<file path="src/rtl/fsm_q3c_pkg.sv">
// Shared types and combinational helpers for the q3c Moore machine.
// Illegal codes 101..111 are representable in state_t so loads can inject them.
package fsm_q3c_pkg;

  typedef enum logic [2:0] {
    S0 = 3'b000,
    S1 = 3'b001,
    S2 = 3'b010,
    S3 = 3'b011,
    S4 = 3'b100
  } state_t;

  function automatic state_t q3c_next(input state_t s, input logic x);
    case (s)
      S0:      return x ? S1 : S0;
      S1:      return x ? S4 : S1;
      S2:      return x ? S1 : S2;
      S3:      return x ? S2 : S1;
      S4:      return x ? S4 : S3;
      default: return S0;
    endcase
  endfunction

  function automatic logic q3c_z(input state_t s);
    return (s == S3) || (s == S4);
  endfunction

  function automatic logic q3c_legal(input state_t s);
    return s inside {S0, S1, S2, S3, S4};
  endfunction

endpackage

</file>
<file path="src/rtl/fsm_q3c_chan.sv">
// One q3c channel: state register, sticky illegal-state flag and
// saturating counter of z rising edges.
module fsm_q3c_chan
  import fsm_q3c_pkg::*;
#(
  parameter int CNT_W = 8
) (
  input  logic             clk,
  input  logic             aresetn,
  input  logic             en,
  input  logic             x,
  input  logic             ld,
  input  logic [2:0]       ld_state,
  input  logic             clr,
  output logic [2:0]       state_o,
  output logic             z,
  output logic [CNT_W-1:0] z_cnt,
  output logic             err
);

  state_t           state_q, state_d;
  logic             err_q, err_d;
  logic [CNT_W-1:0] cnt_q, cnt_d;
  logic             rise;

  always_ff @(posedge clk or negedge aresetn) begin
    if (!aresetn) begin
      state_q <= S0;
      err_q   <= 1'b0;
      cnt_q   <= '0;
    end else begin
      state_q <= state_d;
      err_q   <= err_d;
      cnt_q   <= cnt_d;
    end
  end

  // Load beats stepping; clear beats both the counter increment and err set.
  always_comb begin
    state_d = state_q;
    err_d   = err_q;
    cnt_d   = cnt_q;
    rise    = 1'b0;
    if (ld) begin
      state_d = state_t'(ld_state);
    end else if (en) begin
      state_d = q3c_next(state_q, x);
      if (!q3c_legal(state_q)) err_d = 1'b1;
    end
    rise = q3c_z(state_d) && !q3c_z(state_q);
    if (rise && (cnt_q != {CNT_W{1'b1}})) cnt_d = cnt_q + CNT_W'(1);
    if (clr) begin
      cnt_d = '0;
      err_d = 1'b0;
    end
  end

  assign state_o = state_q;
  assign z       = q3c_z(state_q);
  assign z_cnt   = cnt_q;
  assign err     = err_q;

endmodule

</file>
<file path="src/rtl/fsm_q3c_bank.sv">
// Bank of independent q3c channels with load decode and flat output packing.
// Out-of-range load channel numbers match no channel and are dropped.
module fsm_q3c_bank
  import fsm_q3c_pkg::*;
#(
  parameter  int NUM_CH = 4,
  parameter  int CNT_W  = 8,
  localparam int CH_W   = (NUM_CH > 1) ? $clog2(NUM_CH) : 1
) (
  input  logic                    clk,
  input  logic                    aresetn,
  input  logic [NUM_CH-1:0]       en,
  input  logic [NUM_CH-1:0]       x,
  input  logic                    ld_valid,
  input  logic [CH_W-1:0]         ld_ch,
  input  logic [2:0]              ld_state,
  input  logic                    clr,
  output logic [3*NUM_CH-1:0]     state_o,
  output logic [NUM_CH-1:0]       z,
  output logic [CNT_W*NUM_CH-1:0] z_cnt,
  output logic [NUM_CH-1:0]       err
);

  logic [NUM_CH-1:0] ld_hit;

  always_comb begin
    ld_hit = '0;
    for (int i = 0; i < NUM_CH; i++) begin
      ld_hit[i] = ld_valid && (int'(ld_ch) == i);
    end
  end

  for (genvar i = 0; i < NUM_CH; i++) begin : g_ch
    fsm_q3c_chan #(
      .CNT_W(CNT_W)
    ) u_chan (
      .clk     (clk),
      .aresetn (aresetn),
      .en      (en[i]),
      .x       (x[i]),
      .ld      (ld_hit[i]),
      .ld_state(ld_state),
      .clr     (clr),
      .state_o (state_o[3*i +: 3]),
      .z       (z[i]),
      .z_cnt   (z_cnt[CNT_W*i +: CNT_W]),
      .err     (err[i])
    );
  end

endmodule

</file>
<file path="config.mk">
export PLATFORM = sky130hd
export DESIGN_NAME = fsm_q3c_bank
export DESIGN_NICKNAME = d
export VERILOG_FILES = /design/src/rtl/fsm_q3c_pkg.sv /design/src/rtl/fsm_q3c_chan.sv /design/src/rtl/fsm_q3c_bank.sv
export SDC_FILE = /design/constraint.sdc
export NUM_CORES = 1
export LEC_CHECK = 0
export ABC_CLOCK_PERIOD_IN_PS = 3100
export CORE_ASPECT_RATIO = 1.75
export CORE_UTILIZATION = 30
export CTS_BUF_LIST = sky130_fd_sc_hd__clkbuf_2 sky130_fd_sc_hd__clkbuf_4 sky130_fd_sc_hd__clkbuf_8
export CTS_CLUSTER_DIAMETER = 80
export DETAILED_ROUTE_END_ITERATION = 6
export PLACE_DENSITY = 0.58
export SYNTH_ARGS = -nofsm -noshare
export SYNTH_HDL_FRONTEND = slang
export SYNTH_SLANG_ARGS = --single-unit
</file>
<file path="constraint.sdc">
create_clock -name clk -period 3.1 [get_ports clk]
set_clock_uncertainty 0.1 [all_clocks]
set_input_delay 0.31 -clock clk [delete_from_list [all_inputs] [get_ports clk]]
set_output_delay 0.31 -clock clk [all_outputs]
set_load 0.02 [all_outputs]
</file>
# Word-level counts from Yosys, hierarchy flattened
# Index checks and enable logic that the tools add are counted.
# word_totals
reg_bits,48
in_bits,17
out_inout_bits,52
word_cells,156
# classes
n_addsub,4
eq_ne,39
mux,56
n_reduce_logical,45
# op_table
op,count
2-to-1 mux 8 bit,8
case mux 3 bit (5 select lines),4
2-to-1 mux 3 bit,16
equality test 3 x 2 -> 1 bit (second input constant),12
adder 8 x 1 -> 8 bit (second input constant),4
inequality test 8 bit (second input constant),4
equality test 3 bit (second input constant),8
2-to-1 mux 1 bit,20
nonzero test 5 bit,4
2-to-1 mux 2 bit,8
inequality test 2 bit (second input constant),8
nonzero test 2 bit,8
equality test 3 x 1 -> 1 bit (second input constant),4
logical AND 1 bit,12
logical NOT 3 bit,4
AND reduction 3 bit,4
logical OR 1 bit,8
equality test 2 bit (second input constant),2
logical NOT 1 bit,4
equality test 2 x 1 -> 1 bit (second input constant),1
logical NOT 2 bit,1

# Logic depth before layout (Yosys ltp)
# Gate-level depths: netlist (run 1).
# depth
ltp_word,10
depth_mapped,8
mapped_depth_nobuf,7

# By module
# Synthesis (run 1) repeated with hierarchy kept, for this count alone.
# unflattened
hier_cells,391
area_unflattened_um2,3398.3
# by_module_without_submodules
mod,n_inst,cells_per_inst,area_per_inst_um2,seq_area_each_um2
fsm_q3c_chan (g_ch[1].u_chan ...),3,97,845.8,300.3
fsm_q3c_chan (g_ch[0].u_chan),1,96,823.3,300.3
fsm_q3c_bank,1,4,37.5,0.0

# Worst setup path after synthesis (run 1)
# OpenSTA, ideal clock, no wires.
# synth_timing
path_kind,reg-to-reg
startpoint,reg g_ch[1].u_chan.state_q[2]
endpoint,reg g_ch[1].u_chan.cnt_q[2]
setup_ps,127
arrival_ps,2174
t_required_ps,2873
setup_slack_ps,698
stages_incl_launch_ff,9
path_buffers,2
period_less_slack_ps,2402
cell_sequence,dfrtp_1 > buf_4 > and4bb_1 > o21bai_2 > a31oi_1 > or4b_1 > buf_6 > a21boi_2 > mux2_1
# synth_between
elab_chain_cells,9
word_cells_on_any_way,16
classes_between,eq/ne (6); mux (3); reduce/logical (7)
# synth_rtl
item,line_no,rtl
from (decl),fsm_q3c_chan.sv:21,"state_t state_q, state_d;"
from (signal assigned),fsm_q3c_chan.sv:32,state_q <= state_d;
"equality test 3 bit, or another cell as far along",fsm_q3c_pkg.sv:14,case (s)
case mux 3 bit (5 select lines) *,fsm_q3c_pkg.sv:14,
2-to-1 mux 3 bit *,fsm_q3c_chan.sv:46,end else if (en) begin
2-to-1 mux 3 bit *,fsm_q3c_chan.sv:44,if (ld) begin
via g_ch[1].u_chan.state_d[0],fsm_q3c_chan.sv:21,
equality test 3 x 2 -> 1 bit or equality test 3 bit (tied branches),fsm_q3c_pkg.sv:25,return (s == S3) || (s == S4);
logical OR 1 bit *,fsm_q3c_pkg.sv:25,
logical AND 1 bit *,fsm_q3c_chan.sv:50,rise = q3c_z(state_d) && !q3c_z(state_q);
logical AND 1 bit *,fsm_q3c_chan.sv:51,if (rise && (cnt_q != {CNT_W{1'b1}})) cnt_d = cnt_q + CNT_W'(1);
nonzero test 2 bit (no line) *,n/a,
to (signal assigned),fsm_q3c_chan.sv:34,cnt_q <= cnt_d;
to (decl),fsm_q3c_chan.sv:23,"logic [CNT_W-1:0] cnt_q, cnt_d;"
# Mark *: on every way through the listed nets, which the timed path passes. The rest lies on a longest branch.
# A chain may end at the register's enable or synchronous reset.

# Final worst setup path (run 1)
# layout_timing
startpoint,reg g_ch[1].u_chan.cnt_q[0]
endpoint,reg g_ch[1].u_chan.cnt_q[3]
# layout_between
elab_chain_cells,3
word_cells_on_any_way,6
classes_between,add/sub (1); eq/ne (1); mux (2); reduce/logical (2)
# layout_rtl
item,line_no
adder 8 x 1 -> 8 bit or inequality test 8 bit (tied branches),fsm_q3c_chan.sv:51
2-to-1 mux 8 bit or logical AND 1 bit (tied branches),fsm_q3c_chan.sv:51
2-to-1 mux 8 bit or nonzero test 2 bit (tied branches),n/a
# Several ways; a longest one is shown, not always the timed one. The select of a mux whose other input is x is not followed.

==> results of run 1 <==
-- worst min-delay path, delay by kind of cell, from the launching register on --
| family | cells | cell delay, ns |
|---|---|---|
| buffers and inverters | 1 | 0.05 |
| AOI/OAI and AO/OA | 1 | 0.05 |
| DFF | 1 | 0.39 |
-- registers in the layout, summed over array words and instances (netlist names) --
name                 count
g_ch.u_chan.state_o     12
g_ch.u_chan.z_cnt       32
g_ch.u_chan.err          4
-- Yosys cell counts, types with 5 or more instances --
cell	number
a21oi_2	5
clkbuf_1	8
buf_4	11
and3_1	6
nor2b_1	32
dfrtp_1	48
a211o_1	5
nor2_1	45
nand2_1	18
o22ai_1	6
o21ai_0	8
mux2_1	10
nand3b_1	13
nand2b_1	17
nand3_1	15
mux2_2	17
and3b_1	5
a21oi_1	13
inv_1	15
nand4_1	6
nor3_1	8
a31oi_1	8
nor4bb_1	5
-- final cells by class --
class	instances	area, um^2	share of cell area, %
clock inverter	1	5.00	0.116
multi-input combinational	305	2100	48.7
clock buffer	6	76.3	1.77
timing repair buffer	72	703	16.3
tap	132	165	3.83
sequential	48	1200	27.9
inverter	16	60.1	1.39
-- power by group through the flow --
stage          clock network (uW)  registers [uW]  logic, uW
2_1_floorplan                   0             877        621
3_3_place_gp                    0             861        915
3_5_place_dp                    0             865        934
4_1_cts                       410             852        938
5_1_grt                       430             878       1010
6_report                      383             853        930
-- cell usage in the layout, fill, tap and decap left out, types with 4 or more instances in the layout --
cell / count
nor2_1: 45
dfrtp_1: 48
inv_1: 15
ha_1: 4
a21oi_2: 5
a21oi_1: 13
nand2b_1: 17
and3_1: 6
a31oi_1: 8
clkdlybuf4s50_1: 66
nand2_1: 18
a21boi_2: 4
o21ai_0: 8
a211o_1: 5
nor3_1: 8
nor2b_1: 32
and3b_1: 5
mux2_2: 17
o22ai_1: 6
clkbuf_8: 5
mux2_1: 10
nor4bb_1: 5
nand4_1: 6
nand3_1: 15
nand3b_1: 13
-- through the flow --
stage,utilization [%],hold slack (ns)
3_3_place_gp,37.6,0.292
5_1_grt,38.4,0.462
3_5_place_dp,37.6,0.310
2_1_floorplan,-,-0.0856
6_report,38.4,0.417
4_1_cts,38.4,0.424
-- cells by family (layout without fill, tap and decap cells) --
group,count (synthesis),count (layout),synth area share [%]
buf+inv,41,95,5.95
compound gates,78,78,17.0
fa+ha+maj,4,4,1.43
simple gates,193,193,31.8
mux,30,30,9.52
flops,48,48,34.2
-- layer usage --
layer / wire length (um) / vias up / track usage [%]
li1: - / 1517 / -
met5: 0 / - / 0
met3: 342 / 8 / 3.01
met2: 4470 / 57 / 25.7
met4: 146 / 0 / 5.34
met1: 3760 / 1531 / 17.2
-- worst paths after layout --
| check | from | to | slack (ns) | depth (start not counted) |
|---|---|---|---|---|
| max | g_ch[1].u_chan.z_cnt[0] | g_ch[1].u_chan.z_cnt[3] | 0.44 | 6 |
| min | g_ch[2].u_chan.err | g_ch[2].u_chan.err | 0.42 | 2 |
| max reg2reg | g_ch[1].u_chan.z_cnt[0] | g_ch[1].u_chan.z_cnt[3] | 0.44 | 6 |
| min reg2reg | g_ch[2].u_chan.err | g_ch[2].u_chan.err | 0.42 | 2 |
| max in group asynchronous | aresetn | g_ch[0].u_chan.z_cnt[7] | 1.77 | 3 |
| min in group asynchronous | aresetn | g_ch[2].u_chan.z_cnt[5] | 0.47 | 2 |
-- what timing repair did --
| action | 4_1_cts | 5_1_grt |
|---|---|---|
| endpoints found under the setup margin | 0 | 0 |
| hold buffers | 1 | 0 |
| hold endpoints to repair | 27 | 0 |
==> metrics.txt, run 1 <==
status=complete, no violations; global-route congestion overflow total=0; Most used DFF post-synth=dfrtp_1; Synth area leaders=dfrtp_1 (34%), nor2b_1 (5.7%), mux2_2 (5.5%), nor2_1 (4.8%), mux2_1 (3.2%); share of the synthesized area in the top cell type=34.2%; routed len/inst=15.0 um; CTS root buffer=clkbuf_8; setup ws final=approximately 0.44 ns; Post-CTS Resized=0; Fmax=approximately 380 MHz; Ys Warns=0; worst hold path type=flop to flop; Hold Vio Cnt, Final=0; Critical Path, Cell by Cell=ha_1 -> and3_1 -> a31oi_1 -> or4b_1 -> a21boi_2 -> mux2_1; postcts setup bufs=0; Worst Tran Pin Value=around 1.1 ns; Routed Antenna Nets=0; crit end category=flop; total CTS buffers=5; Avg Cell Area, Syn=around 8.9 um^2; Crit path required time=about 3.2 ns; die height=145 um; vias in the first global route=approximately 2900; DRT iter0 DRCs=between 100 and 150; routed wire length=a little under 9000 um; CTS tree=done; initial antenna violation count=0; CP bufs+invs=0; share of cells above drive strength 1=11.8%; Max-slew headroom=about a quarter; Total Nets Final=469; Design Power=2170 uW; Max-cap violations=0; power per cell area=502 nW/um^2; Vias/cell=between 5 and 6; largest net degree at the start of global routing=between 60 and 70; final setup violating endpoints=0; CTS H-tree lvls=2; Core ar.=about 11000 um^2; critical path arrival=2.76 ns; Initial Util=31.3%; crit path max-delay cell type=or4b_1; DRT Pass-1 Iters=4; Residual DRC=0; clock sink count=48; Pleak=~0.0018 uW; maximum clock insertion buffer count=2; Placer Congestion=about 0.81; post-synthesis register bit count=48; pre-CTS WS=~0.19 ns; GR Util All Layers=14.6%; Seq/Total Area, Yosys=around a third; asr flop ratio synth=100%; Unique masters post-synth=just under 60; cell count after placement=approximately 570; maximum fanout along the worst path=10; first-pass GRT wire length=~14000 um; crit start category=flop; final std cells w/o fill=580; Gate power share=42.9%; RSZ-0062 raised after global routing=false; Synth area leader=dfrtp_1; Final Cell Area=between 4000 and 5000 um^2; critical path class=flop to flop; # fillers=1147; NetSw=876 uW; Peak VDD IR=259 uV; Cell Area, Placed=4220 um^2; Synth Cell Area=approximately 3500 um^2; hpwl dp=about 6400 um; n_diodes=0; clock latency on the worst-skew pair=0.31 ns; synth-to-layout area growth=22.8%; clock slew at reported path FFs=approximately 0.09 ns; I/O Buffers=68; Die W=about 84 um; minimum clock period=2.66 ns; sequential power share=between 30% and 40%; Clock power frac=between 10% and 20%; Setup TNS=0 ns; die area=between 10000 and 15000 um^2; delay-heaviest family, CP=simple AND/OR/NAND/NOR gates; Post-synth EDFFs=0; Tcrit/Tclk final=85.7%; Synth Instances=roughly 390; num ports=69; Synth Net Count=about 420; switch share=around 40%; slowest stage delay, CP=0.72 ns; internal power=roughly 1300 uW; total number of vias=about 3100; final slew viol count=0; Rows=51
Power figures use the tool's default switching activity.
==> inputs of run 2 (changes only) <==
ABC_AREA = 1   (was default)
PLACE_DENSITY = 0.59   (was 0.58)
TNS_END_PERCENT = 5   (was default)
==> run 2 against run 1 <==
  * Clock power is 1% lower
  * Largest power group unchanged
  * Highest routed layer unchanged
  * Non-clock buffer count is 1 lower
  * Sequential power is 2% lower
==> metrics.txt, run 2 <==
clock sink count=48; DRT iter0 DRCs=approximately 150; Ys Warns=0; delay-heaviest family, CP=buffers and inverters; WHS=slightly above 0.4 ns; Rows=50; most frequent cells in the layout=nand2_1 (150), nor2_1 (72), clkdlybuf4s50_1 (67); worst hold path type=flop to flop; Seq/Total Area, Yosys=roughly 36%; Core ar.=around 11000 um^2; top post-synthesis cells by count=nand2_1 (150), nor2_1 (72), nand3_1 (59), inv_1 (55), dfrtp_1 (48); switch share=42.6%; Synth Instances=489; count leader, synth=nand2_1; maximum fanout along the worst path=8; routed len/inst=12.9 um; Post-synth EDFFs=0; clock slew at reported path FFs=approximately 0.09 ns; mux contribution to synthesized area=0%; routed wire length=8820 um; Synth area leader=dfrtp_1; final cell utilization of the core=between 30 and 40%; I/O Buffers=between 60 and 70; Residual DRC=0; Clock power frac=17.5%; Final Cell Area=around 4200 um^2; die height=~140 um; crit path max-delay cell type=clkdlybuf4s50_1; DRT Pass-1 Iters=4; vias in the first global route=roughly 3200; CTS tree=done; power per cell area=between 500 and 600 nW/um^2; first-pass GRT wire length=~15000 um; total CTS buffers=5; Die W=81.7 um; GR Util All Layers=between 15 and 20%; Avg Cell Area, Syn=~6.8 um^2; Initial Util=between 30 and 40%; Placer Congestion=about 0.8; CTS root buffer=clkbuf_8; largest family of logic cells by synthesized area=simple AND/OR/NAND/NOR gates; max reg flops=32; largest net degree at the start of global routing=47; Worst Tran Pin Value=0.869 ns; NetSw=between 900 and 1000 uW; Critical Path, Cell by Cell=o21ai_1 -> inv_1 -> a21oi_1 -> clkdlybuf4s50_1; status=complete, no violations; Hold Vio Cnt, Final=0; clock latency on the worst-skew pair=roughly 0.31 ns; crit end category=primary output; Fmax=between 400 and 500 MHz; critical path class=flop to primary output; die area=about 12000 um^2; xor and xnor area share after synthesis=between 5 and 6%; Max-cap violations=0; postcts setup bufs=0; sequential power share=approximately 39%; hpwl dp=6640 um; Setup TNS=0 ns; Pleak=~0.0022 uW; Tcrit/Tclk final=between 70% and 80%; num ports=69; crit start category=flop; Compound-Gate Fraction of Synth Area=between 5 and 6%; Synth Net Count=between 500 and 600; Gate power share=between 40% and 50%; Most used DFF post-synth=dfrtp_1; Vias/cell=just under 5; CP bufs+invs=2; Unique masters post-synth=27; Total Nets Final=573; share of the synthesized area in the top cell type=36.0%; Synth Area in Simple Gates=a little over two fifths; maximum clock insertion buffer count=2; initial antenna violation count=0; minimum clock period=2.30 ns; Peak VDD IR=between 200 and 250 uV; Synth Cell Area=3340 um^2; critical path arrival=approximately 1.9 ns; # fillers=roughly 1100; global-route congestion overflow total=0; Adder-Cell Fraction of Synth Area=1.50%; synth-to-layout area growth=25.7%; RSZ-0062 raised after global routing=false; CTS H-tree lvls=2; Cell Area, Placed=about 4100 um^2; internal power=roughly 1200 uW; Crit path required time=between 2 and 3 ns; commonest non-fill, non-tap cell in the layout=nand2_1; final setup violating endpoints=0; final slew viol count=0; post-synthesis register bit count=48; total number of vias=3314; asr flop ratio synth=100%; Max-slew headroom=42.0%; n_diodes=0; Synth area leaders=dfrtp_1 (36%), nand2_1 (17%), nand3_1 (8.8%), nor2_1 (8.1%), inv_1 (6.2%); Routed Antenna Nets=0; slowest stage delay, CP=~0.64 ns; share of cells above drive strength 1=under 10%
==> run 2: cell count changes after synthesis, sizes merged, moves of 13 or more <==
cell and delta:
nand3b -13, nand2b -17, nand2 +140, nor2 +30, inv +42, nand3 +52, xor2 +17, mux2 -27
nor2b -32
==> run 2: timing repair <==
item	in CTS	in global routing
hold endpoints to repair	28	0
hold buffers	1	0
gates resized for setup	0	0
==> run 2: area by class of cell <==
class / count / area [um^2] / share of cell area (%)
clock buffers: 6 / 76.3 / 1.82
well taps: 130 / 163 / 3.88
inverters: 58 / 218 / 5.19
repair buffers: 71 / 701 / 16.7
clock inverters: 1 / 5.00 / 0.119
flip-flops and latches: 48 / 1200 / 28.6
multi-input cells: 368 / 1830 / 43.7
==> run 2: power by group through the flow <==
stage	Clock (uW)	Sequential, uW	Combinational [uW]
after floorplan	0	907	551
after global placement	0	846	948
after detailed placement	0	849	966
after CTS	397	838	969
after global routing	412	855	1070
final	379	838	956
==> run 2: final timing paths <==
path                                           start                 endpoint  slack (ns)  cells past startpoint
hold / removal                    g_ch[1].u_chan.err       g_ch[1].u_chan.err        0.40                      2
setup reg to reg           g_ch[3].u_chan.state_o[1]  g_ch[3].u_chan.z_cnt[1]        1.22                     10
setup / recovery           g_ch[0].u_chan.state_o[0]                     z[0]        0.80                      4
min in group asynchronous                    aresetn  g_ch[3].u_chan.z_cnt[5]        0.51                      2
max in group asynchronous                    aresetn  g_ch[2].u_chan.z_cnt[6]        1.64                      3
hold reg to reg                   g_ch[1].u_chan.err       g_ch[1].u_chan.err        0.40                      2
==> run 2: layer usage <==
| layer | routed length [um] | global-route usage (%) | part of all wire, % |
|---|---|---|---|
| met1 | 3560 | 18.7 | 40 |
| met2 | 4720 | 29.0 | 54 |
| met3 | 334 | 2.12 | 3.8 |
| met4 | 201 | 6.83 | 2.3 |
| met5 | 0 | 0 | 0 |
==> run 2: cells by family (layout without fill, tap and decap cells) <==
logic type | after synthesis | in the layout
compound gates | 26 | 26
buf+inv | 73 | 136
fa+ha+maj | 4 | 4
simple gates | 317 | 317
flops | 48 | 48
xor+xnor | 21 | 21
==> run 2: through the flow <==
stage,setup slack (ns),power [uW],instances
after floorplan,1.43,1460,489
after global placement,0.876,1790,674
after detailed placement,0.883,1810,674
after CTS,0.756,2200,682
after global routing,0.691,2340,682
final,0.798,2170,682
==> run 2: tightest hold or removal path: stages, from the launching register on <==
cell and delay [ns]:
dfrtp_1 0.35, a31oi_1 0.05, nor2_1 0.07
